<file path="config.mk">
export PLATFORM = sky130hd
export DESIGN_NAME = differentiator_signed_32bits
export DESIGN_NICKNAME = d
export VERILOG_FILES = /design/src/rtl/imu_diff_pkg.sv /design/src/rtl/period_tick_gen.sv /design/src/rtl/differentiator_signed_32bits.sv
export SDC_FILE = /design/constraint.sdc
export NUM_CORES = 1
export LEC_CHECK = 0
export CAP_MARGIN = 10
export CORE_ASPECT_RATIO = 1.1
export CORE_MARGIN = 4
export CORE_UTILIZATION = 55
export DETAILED_ROUTE_END_ITERATION = 6
export PLACE_DENSITY = 0.82
export SYNTH_ARGS = -nofsm -noshare
export SYNTH_HDL_FRONTEND = slang
export SYNTH_SLANG_ARGS = --single-unit
</file>
<file path="constraint.sdc">
create_clock -name clk -period 2.66 [get_ports clk]
set_input_delay 0.665 -clock clk [delete_from_list [all_inputs] [get_ports clk]]
set_output_delay 0.665 -clock clk [all_outputs]
set_load 0.01 [all_outputs]
</file>
<file path="src/rtl/imu_diff_pkg.sv">
// rtl/imu_diff_pkg.sv - shared constants and state encoding for the IMU differentiator
package imu_diff_pkg;

    localparam int WIDTH = 32;

    localparam logic [WIDTH-1:0] SAT_MAX = 32'h7FFF_FFFF;
    localparam logic [WIDTH-1:0] SAT_MIN = 32'h8000_0000;

    typedef enum logic {
        PRIME = 1'b0,
        RUN   = 1'b1
    } diff_state_t;

endpackage

</file>
<file path="src/rtl/period_tick_gen.sv">
// rtl/period_tick_gen.sv - free-running period counter producing a one-cycle tick
//
// Ports:
//   clk            system clock
//   reset_n        asynchronous active-low reset
//   enable         run control; low clears the counter
//   update_period  tick when counter >= update_period (period = update_period+1)
//   tick           combinational one-cycle strobe, qualified by enable
module period_tick_gen
    import imu_diff_pkg::*;
(
    input  logic             clk,
    input  logic             reset_n,
    input  logic             enable,
    input  logic [WIDTH-1:0] update_period,
    output logic             tick
);

    logic [WIDTH-1:0] counter;

    // The >= compare (rather than ==) makes a period lowered below the
    // current count fire on the very next cycle instead of wrapping 2^32.
    assign tick = enable && (counter >= update_period);

    always_ff @(posedge clk or negedge reset_n) begin
        if (!reset_n) begin
            counter <= '0;
        end else if (!enable || tick) begin
            counter <= '0;
        end else begin
            counter <= counter + 1'b1;
        end
    end

endmodule

</file>
<file path="src/rtl/differentiator_signed_32bits.sv">
// rtl/differentiator_signed_32bits.sv - periodic signed first-difference with valid strobe
//
// Build option: DIFFERENTIATOR_SAT_EN clamps the difference to SAT_MAX/SAT_MIN
// instead of wrapping modulo 2^32.
//
// Ports:
//   clk            system clock
//   reset_n        asynchronous active-low reset
//   enable         run control; low holds output_32 and restarts priming
//   update_period  sample every update_period+1 clocks
//   input_32       signed sample source
//   output_32      registered signed difference
//   output_valid   one-cycle pulse when output_32 updates
//   primed         high once a reference sample is held
module differentiator_signed_32bits
    import imu_diff_pkg::*;
(
    input  logic             clk,
    input  logic             reset_n,
    input  logic             enable,
    input  logic [WIDTH-1:0] update_period,
    input  logic [WIDTH-1:0] input_32,
    output logic [WIDTH-1:0] output_32,
    output logic             output_valid,
    output logic             primed
);

    logic             tick;
    diff_state_t      state;
    logic [WIDTH-1:0] prev_sample;
    logic [WIDTH-1:0] diff;

    period_tick_gen u_tick (
        .clk           (clk),
        .reset_n       (reset_n),
        .enable        (enable),
        .update_period (update_period),
        .tick          (tick)
    );

`ifdef DIFFERENTIATOR_SAT_EN
    logic [WIDTH:0] diff_wide;

    // Sign-extend to 33 bits; the top two bits disagree exactly on overflow,
    // and bit 32 then carries the true sign of the result.
    assign diff_wide = {input_32[WIDTH-1], input_32} - {prev_sample[WIDTH-1], prev_sample};

    always_comb begin
        diff = diff_wide[WIDTH-1:0];
        if (diff_wide[WIDTH] != diff_wide[WIDTH-1]) begin
            diff = diff_wide[WIDTH] ? SAT_MIN : SAT_MAX;
        end
    end
`else
    // Modulo-2^32 difference: the exact inverse of the wrapping accumulator.
    assign diff = input_32 - prev_sample;
`endif

    always_ff @(posedge clk or negedge reset_n) begin
        if (!reset_n) begin
            state        <= PRIME;
            prev_sample  <= '0;
            output_32    <= '0;
            output_valid <= 1'b0;
            primed       <= 1'b0;
        end else if (!enable) begin
            // output_32 and prev_sample hold; re-priming discards the stale reference.
            state        <= PRIME;
            output_valid <= 1'b0;
            primed       <= 1'b0;
        end else begin
            output_valid <= 1'b0;
            if (tick) begin
                prev_sample <= input_32;
                case (state)
                    PRIME: begin
                        state  <= RUN;
                        primed <= 1'b1;
                    end
                    RUN: begin
                        output_32    <= diff;
                        output_valid <= 1'b1;
                    end
                    default: state <= PRIME;
                endcase
            end
        end
    end

endmodule

</file>
==> results of run 1 <==
## worst paths after layout
kind,end,slack (ns)
hold reg to reg,output_32[12],0.49
hold / removal,u_tick.counter[10],0.28
min in group clk,output_32[12],0.49
setup / recovery,output_32[20],-0.24
setup reg to reg,output_32[20],-0.24
max in group asynchronous,output_32[0],1.66
## power by group through the flow
stage | Clock, uW | Combinational, uW | Sequential, uW
final | 1370 | 1590 | 1630
after global routing | 1450 | 1660 | 1630
after floorplan | 0 | 622 | 1630
after global placement | 0 | 1080 | 1630
after CTS | 1350 | 1300 | 1610
after detailed placement | 0 | 1130 | 1640
## placed cells by master (no fill, tap or decap), drive strengths merged, types with 2 or more instances in the layout
| master | n |
|---|---|
| buf | 132 |
| dfrtp | 99 |
| inv | 73 |
| nand2 | 72 |
| ha | 64 |
| clkdlybuf4s50 | 59 |
| nor2 | 56 |
| o21ai | 46 |
| a21oi | 39 |
| xor2 | 32 |
| mux2 | 30 |
| xnor2 | 26 |
| a21o | 19 |
| nand3 | 19 |
| dlygate4sd2 | 14 |
| clkbuf | 14 |
| nand4 | 11 |
| and3 | 8 |
| o21a | 8 |
| o211ai | 7 |
| nand2b | 7 |
| clkdlybuf4s15 | 6 |
| nor3 | 6 |
| dlymetal6s2s | 5 |
| or3 | 5 |
| o21bai | 4 |
| nor2b | 4 |
| a211oi | 4 |
| a31oi | 3 |
| o211a | 2 |
| a211o | 2 |
| o31a | 2 |
| nor4 | 2 |
| or2 | 2 |
| o22ai | 2 |
| clkinvlp | 2 |
## cells by family after synthesis
kind of cell / Yosys count
simple gates: 193
xor+xnor: 58
mux: 30
buf+inv: 89
fa+ha+maj: 65
compound gates: 148
flops: 99
## worst register-to-register path, stage by stage, from the launching register on
cell and delay (ns):
sky130_fd_sc_hd__dfrtp_1 0.46, sky130_fd_sc_hd__ha_4 0.33, sky130_fd_sc_hd__nand4_1 0.18, sky130_fd_sc_hd__or3_4 0.45, sky130_fd_sc_hd__nor4_4 0.30, sky130_fd_sc_hd__a21o_1 0.27
sky130_fd_sc_hd__buf_6 0.13, sky130_fd_sc_hd__nand3_4 0.12, sky130_fd_sc_hd__buf_6 0.17, sky130_fd_sc_hd__buf_16 0.16, sky130_fd_sc_hd__o21ai_1 0.25
## what timing repair did
action / CTS / global route
resized for setup: 214 / 77
setup endpoints to repair: 98 / 65
cloned: 6 / 1
setup buffers: 25 / 15
pin swaps: 92 / 43
## flip-flops by register name, indices dropped and copies added (netlist names)
name,count
output_32,32
output_valid,1
prev_sample,32
primed,1
state,1
u_tick.counter,32
## per-layer routing
layer  wire length (um)  vias to the layer above
met5                  0                        -
met4               1760                        0
met3               2090                      157
met2              12300                      432
met1               8560                     3181
li1                   -                     2772
## per-stage QoR
stage	TNS (ns)	setup WS, ns	std cells
floorplan	-1.46	-0.0599	682
global placement	-54.12	-0.680	988
detailed placement	-65.82	-0.814	988
CTS	-0.0304	-0.0304	1034
global route	-12.76	-0.302	1048
finish	-7.93	-0.240	1048
## cell type report
| type | instances | area (sq um) | area share [%] |
|---|---|---|---|
| Sequential cell | 99 | 2480 | 25.6 |
| Timing Repair Buffer | 220 | 2070 | 21.3 |
| Multi-Input combinational cell | 494 | 4380 | 45.2 |
| Tap cell | 147 | 184 | 1.90 |
| Clock inverter | 4 | 50.0 | 0.516 |
| Inverter | 73 | 274 | 2.83 |
| Clock buffer | 11 | 253 | 2.61 |
==> flow_summary.json, run 1 <==
{
  "run_status": "finished with violations",
  "violations": "negative setup slack",
  "vdd_ir_drop_max_uv": 330,
  "grt.met2_usage_pct": 56.8,
  "synth_warnings": 0,
  "critPathMostFrequentCell": "sky130_fd_sc_hd__buf_6",
  "tritoncts.num_buffers": 9,
  "ys_async_sr_fraction_pct": 100,
  "num_antenna_cells": 0,
  "synth.top_cells.by_area": "sky130_fd_sc_hd__dfrtp_1 (39%), sky130_fd_sc_hd__ha_1 (13%), sky130_fd_sc_hd__mux2_1 (5.4%), sky130_fd_sc_hd__xor2_1 (4.5%), sky130_fd_sc_hd__inv_1 (4.3%)",
  "synth_top_family_by_area": "compound AO/OA/AOI/OAI gates",
  "post-route-period-util_pct": 109,
  "num_rows": 40,
  "timing.critical_path.slowest_stage_cell": "sky130_fd_sc_hd__dfrtp_1",
  "post_synthesis_share_of_cell_area_spent_on_and_or_nand_and_nor_gates_pct": 13.6,
  "critPathMaxFanout": 20,
  "worst_r2r_startpoint": "u_tick.counter[22]",
  "timing.final.setup_violations": 63,
  "maxCapViolations": 0,
  "die_x_um": 110,
  "post_synth_fa_ha_maj_area_fraction_pct": 13.0,
  "utilization_after_layout_pct": 87.6,
  "path_cells": "ha_4, nand4_1, or3_4, nor4_4, a21o_1, buf_6, nand3_4, buf_6, buf_16, o21ai_1",
  "dp_hpwl_um": 11500,
  "p_total_uw": 4580,
  "netlist_top_cells_count": "sky130_fd_sc_hd__dfrtp_1 (99), sky130_fd_sc_hd__inv_1 (72), sky130_fd_sc_hd__nand2_1 (71), sky130_fd_sc_hd__ha_1 (64), sky130_fd_sc_hd__nor2_1 (56)",
  "synth_edf_count": 0,
  "flip_flop_and_latch_count_after_synthesis": 99,
  "synth_area_leader_cell": "sky130_fd_sc_hd__dfrtp_1",
  "nets": 1029,
  "worst_clock_skew_ns": 0.0194,
  "holdWs_ns": 0.277,
  "period_needed_ns": 2.90,
  "critical_path_class": "flip-flop to flip-flop",
  "yosysMostFrequentCell": "sky130_fd_sc_hd__dfrtp_1",
  "clkPwrFrac_pct": 29.8,
  "largest_net_degree_at_the_start_of_global_routing": 66,
  "routed-via-count": 6542,
  "drc": 0,
  "max_slew.worst_pin.slew_ns": 0.483,
  "synth_compound_gate_area_share_pct": 15.0,
  "dieHeight_um": 120,
  "initial_core_utilization_pct": 56.9,
  "worstPathArrival_ns": 3.16,
  "wl_per_cell_um": 23.6,
  "clk_pin_slew_worst_paths_ns": 0.08,
  "cellInternalPower_uw": 3110,
  "sequentialPowerShare_pct": 35.5,
  "setup.worst_path.start": "u_tick.counter[22]",
  "switching_power_uw": 1470,
  "final_max_slew_viol_count": 0,
  "synthXorXnorAreaFrac_pct": 8.08,
  "grt_antenna_before_repair": 0,
  "met3_usage_pct": 6.56,
  "rsz_0062_raised_after_global_routing": "true",
  "routed_wl_um": 24700,
  "headroom_to_the_max_slew_limit_pct": 67.8,
  "worst_r2r_path_depth": 10,
  "root_buffer_cell": "sky130_fd_sc_hd__clkbuf_16",
  "overflow": 0,
  "report.final.hold_viol_count": 0,
  "placeableCoreArea_sq_um": 11100,
  "dominantRegCellSynth": "sky130_fd_sc_hd__dfrtp_1",
  "met1_usage_pct": 35.3,
  "grt.busiest_layer": "met2",
  "synthesis.area_per_instance_sq_um": 9.22,
  "ys_types": 49,
  "power.switching_fraction_pct": 32.1,
  "timing.hold.worst.class": "input port to async pin",
  "timing_limited_maximum_frequency_mhz": 345,
  "drt_pre_antenna_iters": 5,
  "cts.sink_count": 99,
  "placed_instance_area_sq_um": 8040,
  "grt_pass1_wl_um": 32700,
  "worst_skew_pair.late_latency_ns": 0.36,
  "synth.net_count": 814,
  "filler_cell_count": 489,
  "finalWeightedCongestion": 0.872,
  "route.detailed.vias_per_inst": 6.24,
  "h-tree-depth": 3,
  "synthesis.instances": 682,
  "design.die.area_sq_um": 13200,
  "synth_largest_type_area_fraction_pct": 39.4,
  "area_growth_pct": 54.1,
  "antenna_violating_nets_post_route": 0,
  "max-clock-path-buffers": 2,
  "share_of_cells_above_drive_strength_1_pct": 35.7,
  "hold_buffer_count_at_cts": 0,
  "critical_path.startpoint_type": "flip-flop",
  "final_critical_path_setup_slack_ns": -0.240,
  "synth.yosys.seq_area_share_pct": 39.4,
  "p_comb_share_pct": 34.7,
  "worst-path-buf-inv": 3,
  "total_leakage_power_uw": 0.00467,
  "gr-usage-all-layers_pct": 32.0,
  "critical-path-max-stage-delay_ns": 0.46,
  "top_level_ports": 101,
  "synth.mux.area_fraction_pct": 5.37,
  "final_area_sq_um": 9690,
  "dr.first_iter.drc_count": 646,
  "first_global_vias": 6596,
  "critical_path_cell_count": 10,
  "io_buffer_count": 100,
  "post_synthesis_instance_area_sq_um": 6290,
  "timing.critical_path.max_delay_family": "simple AND/OR/NAND/NOR gates",
  "required_ns": 2.92,
  "worstSetupEndpointType": "flip-flop",
  "cts_tree": "done",
  "power.density_nw_per_um2": 473
}
(Power assumes the default switching activity.)
==> run 2, diff against run 1 <==
==> constraint.sdc (replaced) <==
create_clock -name clk -period 2.66 [get_ports clk]
set_input_delay 0.665 -clock clk [delete_from_list [all_inputs] [get_ports clk]]
set_output_delay 0.665 -clock clk [all_outputs]
set_load 0.05 [all_outputs]
==> results of run 2 <==
Same layout as run 1 (identical final DEF). Status: finished with violations: negative setup slack.
Main changes from that run: total power 4580 uW -> 4610 uW; worst IR drop on VDD 330 uV -> 331 uV
==> RTL change 1: new RTL, flow settings as in run 1 <==
Set the package constant `WIDTH` to 64 (it was 32).
--- a/src/rtl/imu_diff_pkg.sv
+++ b/src/rtl/imu_diff_pkg.sv
@@ -3,3 +3,3 @@
 
-    localparam int WIDTH = 32;
+    localparam int WIDTH = 64;
 
Ports: changed (resized input_32, output_32 and update_period); port bits go from 101 to 197. The function was not compared with the original's and may differ.
==> RTL change 1 against run 1 <==
The flow now stops in global routing. Area after synthesis is 110% higher.
==> RTL change 1: results (changes against run 1) <==
[outcome]
status=did not finish
haltStage=global routing
error=[ERROR GRT-0232] Routing congestion too high. Check the congestion heatmap in the GUI.

[yosys]
synth_compound_area_share_pct=16.4  ; +1.4 points
synth_async_sr_flop_share_pct=100  ; unchanged
ys_types=71  ; +45%
ys_seq_area_share_pct=36.7  ; -2.7 points
synthTopCellsByCount=dfrtp_1 (195), nand2_1 (167), inv_1 (156), ha_1 (128), nor2_1 (110)
synth_mux_area_share_pct=5.41  ; +0.035 points
yosysWarnings=0  ; unchanged
yosys-top-cells-area=dfrtp_1 (37%), ha_1 (12%), mux2_2 (5.3%), nand2_1 (4.7%), inv_1 (4.4%)
synthAdderAreaFrac_pct=12.2  ; -0.86 points
synth_xor_area_share_pct=7.77  ; -0.31 points
postSynthNetCount=1764  ; +120%

[sta]
worst_endpoint_kind=register data pin
grt-worst-endpoint=output_32[54]$_DFFE_PN0P_/D

[grt]
track_usage_pct=69.2
grt-ovfl-total=64
grt_max_degree=60

[clock_tree]
h-tree-depth=4  ; +1
cts_buffers=17  ; +8
cts_buffer_depth=2  ; unchanged
cts_sinks=195  ; +97%
cts-root-buf=clkbuf_16

[placed_design]
gp_congestion=0.906  ; +3.9%
dp_hpwl_mm=29.7  ; +160%
port_buffers=196  ; +96%

[RTL change 1: timing repair]
item	in CTS
endpoints found under the setup margin	195
pin swaps	164
buffers inserted	62
gates cloned	17
resized for setup	467
[RTL change 1: metal layers]
metal / GRT usage [%] / overflow
met5: 11.2 / 1
met4: 71.9 / 30
met3: 46.7 / 2
met2: 91.2 / 31
met1: 68.5 / 0
[RTL change 1: metrics by stage]
step	area, um^2	setup slack [ps]	instances	util [%]
floorplan	13900	-450	1504	-
global placement	18300	-1280	2245	76.8
detailed placement	18300	-1330	2245	76.8
CTS	21300	-259	2354	89.7
[RTL change 1: logic make-up after synthesis]
group / count (synthesis)
multiplexers: 64
AO/OA/AOI/OAI: 347
XOR/XNOR: 118
buffers and inverters: 202
adder cells (fa/ha/maj): 129
flip-flops: 195
AND/OR/NAND/NOR: 449
==> RTL change 2: new RTL, flow settings as in run 1 <==
Made on the original files. Register the input `update_period` before use, cleared by the reset. The logic sees it one clock later. The other inputs are not delayed to match.
--- a/src/rtl/differentiator_signed_32bits.sv
+++ b/src/rtl/differentiator_signed_32bits.sv
@@ -27,2 +27,12 @@
 
+    logic [WIDTH-1:0] update_period_q;
+
+    always_ff @(posedge clk or negedge reset_n) begin
+        if (!reset_n) begin
+            update_period_q <= '0;
+        end else begin
+            update_period_q <= update_period;
+        end
+    end
+
     logic             tick;
@@ -36,3 +46,3 @@
         .enable        (enable),
-        .update_period (update_period),
+        .update_period (update_period_q),
         .tick          (tick)
Function: changed (a bounded check fails within 4 cycles, from zero or initial values and one cycle with reset_n low).
==> RTL change 2 against run 1 <==
The flow still finishes with violations (negative setup slack). Total power increased by 22%. Core utilization shrank 6.9 points. Synthesized cell count grew 1.2%. Non-clock buffer count shrank 8. Wire length is 14% lower. Area after synthesis rose by 17%. Die area up 16%. Cell area up 9.5%. Sequential cell count is 32 higher. Hold slack worse by 48 ps. Sequential share of layout area is 5.3 points higher. Worst setup slack better by 180 ps. Critical path type unchanged. Critical endpoint is now prev_sample[28]. Largest cell class unchanged.
==> RTL change 2: results (changes against run 1) <==
[critical_path]
r2r_cells=11  ; +1
slowest_stage=dfrtp_1
crit_arrival_ps=3020  ; -140 ps
crit_family=compound AO/OA/AOI/OAI gates
cp_slowest_stage_delay_ps=410  ; -50 ps
worstPathMaxFanout=7  ; -65%

[yosys]
ys_seq_area_share_pct=44.6  ; +5.2 points
yosys-top-cells-area=dfrtp_1 (45%), ha_1 (11%), mux2_1 (6.6%), inv_1 (3.7%), xnor2_1 (3.3%)
postSynthNetCount=822  ; +0.98%
ys_types=65  ; +33%
synth_async_sr_flop_share_pct=100  ; unchanged
yosysWarnings=0  ; unchanged
synthTopCellsByCount=dfrtp_1 (131), inv_1 (72), ha_1 (64), nor2_1 (56), mux2_1 (43)

[sta]
maxSlewHeadroom_pct=62.9  ; -4.9 points
tns_ps=-960  ; +6970 ps
clock_skew_ps=11.5  ; -7.93 ps
setup_violations=28  ; -56%
setup_slack_ps=-55.3  ; +184 ps

[finish]
nFillCells=721  ; +47%
diodes=0  ; unchanged
drive_above_1_share_pct=29.1  ; -6.6 points
fin_nets=1040  ; +1.1%

[power_and_ir_drop]
max-vdd-ir-drop_mv=0.478  ; +45%
leakage_uw=0.00525  ; +12%

[routing]
met2_length_mm=11.3  ; -8.1%
wl_mm=21.3  ; -14%
wl_met1_mm=7.87  ; -8.1%
dr.first_iter.drc_count=434  ; -33%
wl_met3_mm=1.32  ; -37%
dr_total_vias=6214  ; -5.0%

[min_path]
holdCritPathClass=input port to asynchronous set/reset pin

[grt]
met1_usage_pct=28.5  ; -6.9 points
grt_pass1_vias=6801  ; +3.1%
track_usage_pct=26.6  ; -5.4 points
grt_pass1_wl_mm=32.3  ; -1.3%
use_met3_pct=6.90  ; +0.33 points
met2_usage_pct=49.6  ; -7.2 points
grt_max_degree=43  ; -35%

[clock_tree]
h-tree-depth=4  ; +1
cts_sinks=131  ; +32%
cts_buffers=17  ; +8
clk_latency_ps=440  ; +80 ps
clkTransAtPathRegs_ps=60  ; -20 ps
cts-root-buf=clkbuf_16

[outcome]
violations=negative setup slack
status=complete, but fails checks

[placed_design]
gp_congestion=0.909  ; +4.2%
port_buffers=100  ; unchanged
dp_hpwl_mm=13.2  ; +14%

[RTL change 2: repair_timing]
item	in CTS	in global routing
setup endpoints to repair	94	93
buffers inserted	15	6
gates resized for setup	69	57
pin swaps	35	29
cloned	1	4
[RTL change 2: cell type report]
class	count	share of cell area [%]
timing repair buffer	212	18.5
sequential	131	30.9
clock buffer	23	4.69
inverter	72	2.57
multi-input combinational	474	40.3
clock inverter	8	1.17
tap	161	1.90
[RTL change 2: logic make-up after synthesis]
group / share of synthesized area [%]
AO/OA/AOI/OAI: 12.4
buffers and inverters: 4.78
flip-flops: 44.6
XOR/XNOR: 6.67
multiplexers: 8.76
adder cells (fa/ha/maj): 11.2
AND/OR/NAND/NOR: 11.7
[RTL change 2: metrics by stage]
step	std cells	hold slack, ps	area [um^2]	setup slack, ps	power [uW]
finish	1081	229	10600	-55.3	5610
detailed placement	1025	478	9270	-813	2980
CTS	1072	255	10300	-141	5520
floorplan	690	369	7440	5.78	2570
global placement	1025	470	9270	-682	2940
global route	1081	265	10600	-161	5800
[RTL change 2: final timing paths]
path	from	end	slack, ps
hold / removal	reset_n	update_period_q[15]	230
max in group asynchronous	reset_n	prev_sample[9]	1760
setup / recovery	u_tick.counter[6]	prev_sample[28]	-60
min in group clk	output_32[11]	output_32[11]	490
setup reg to reg	u_tick.counter[6]	prev_sample[28]	-60
hold reg to reg	output_32[11]	output_32[11]	490
[RTL change 2: power by group]
group / internal, uW / total, uW / leakage, uW / switching (uW)
Combinational: 540 / 1060 / 0.00323 / 516
Sequential: 2050 / 2080 / 0.00171 / 30.2
Clock: 1590 / 2470 / 0.000301 / 880
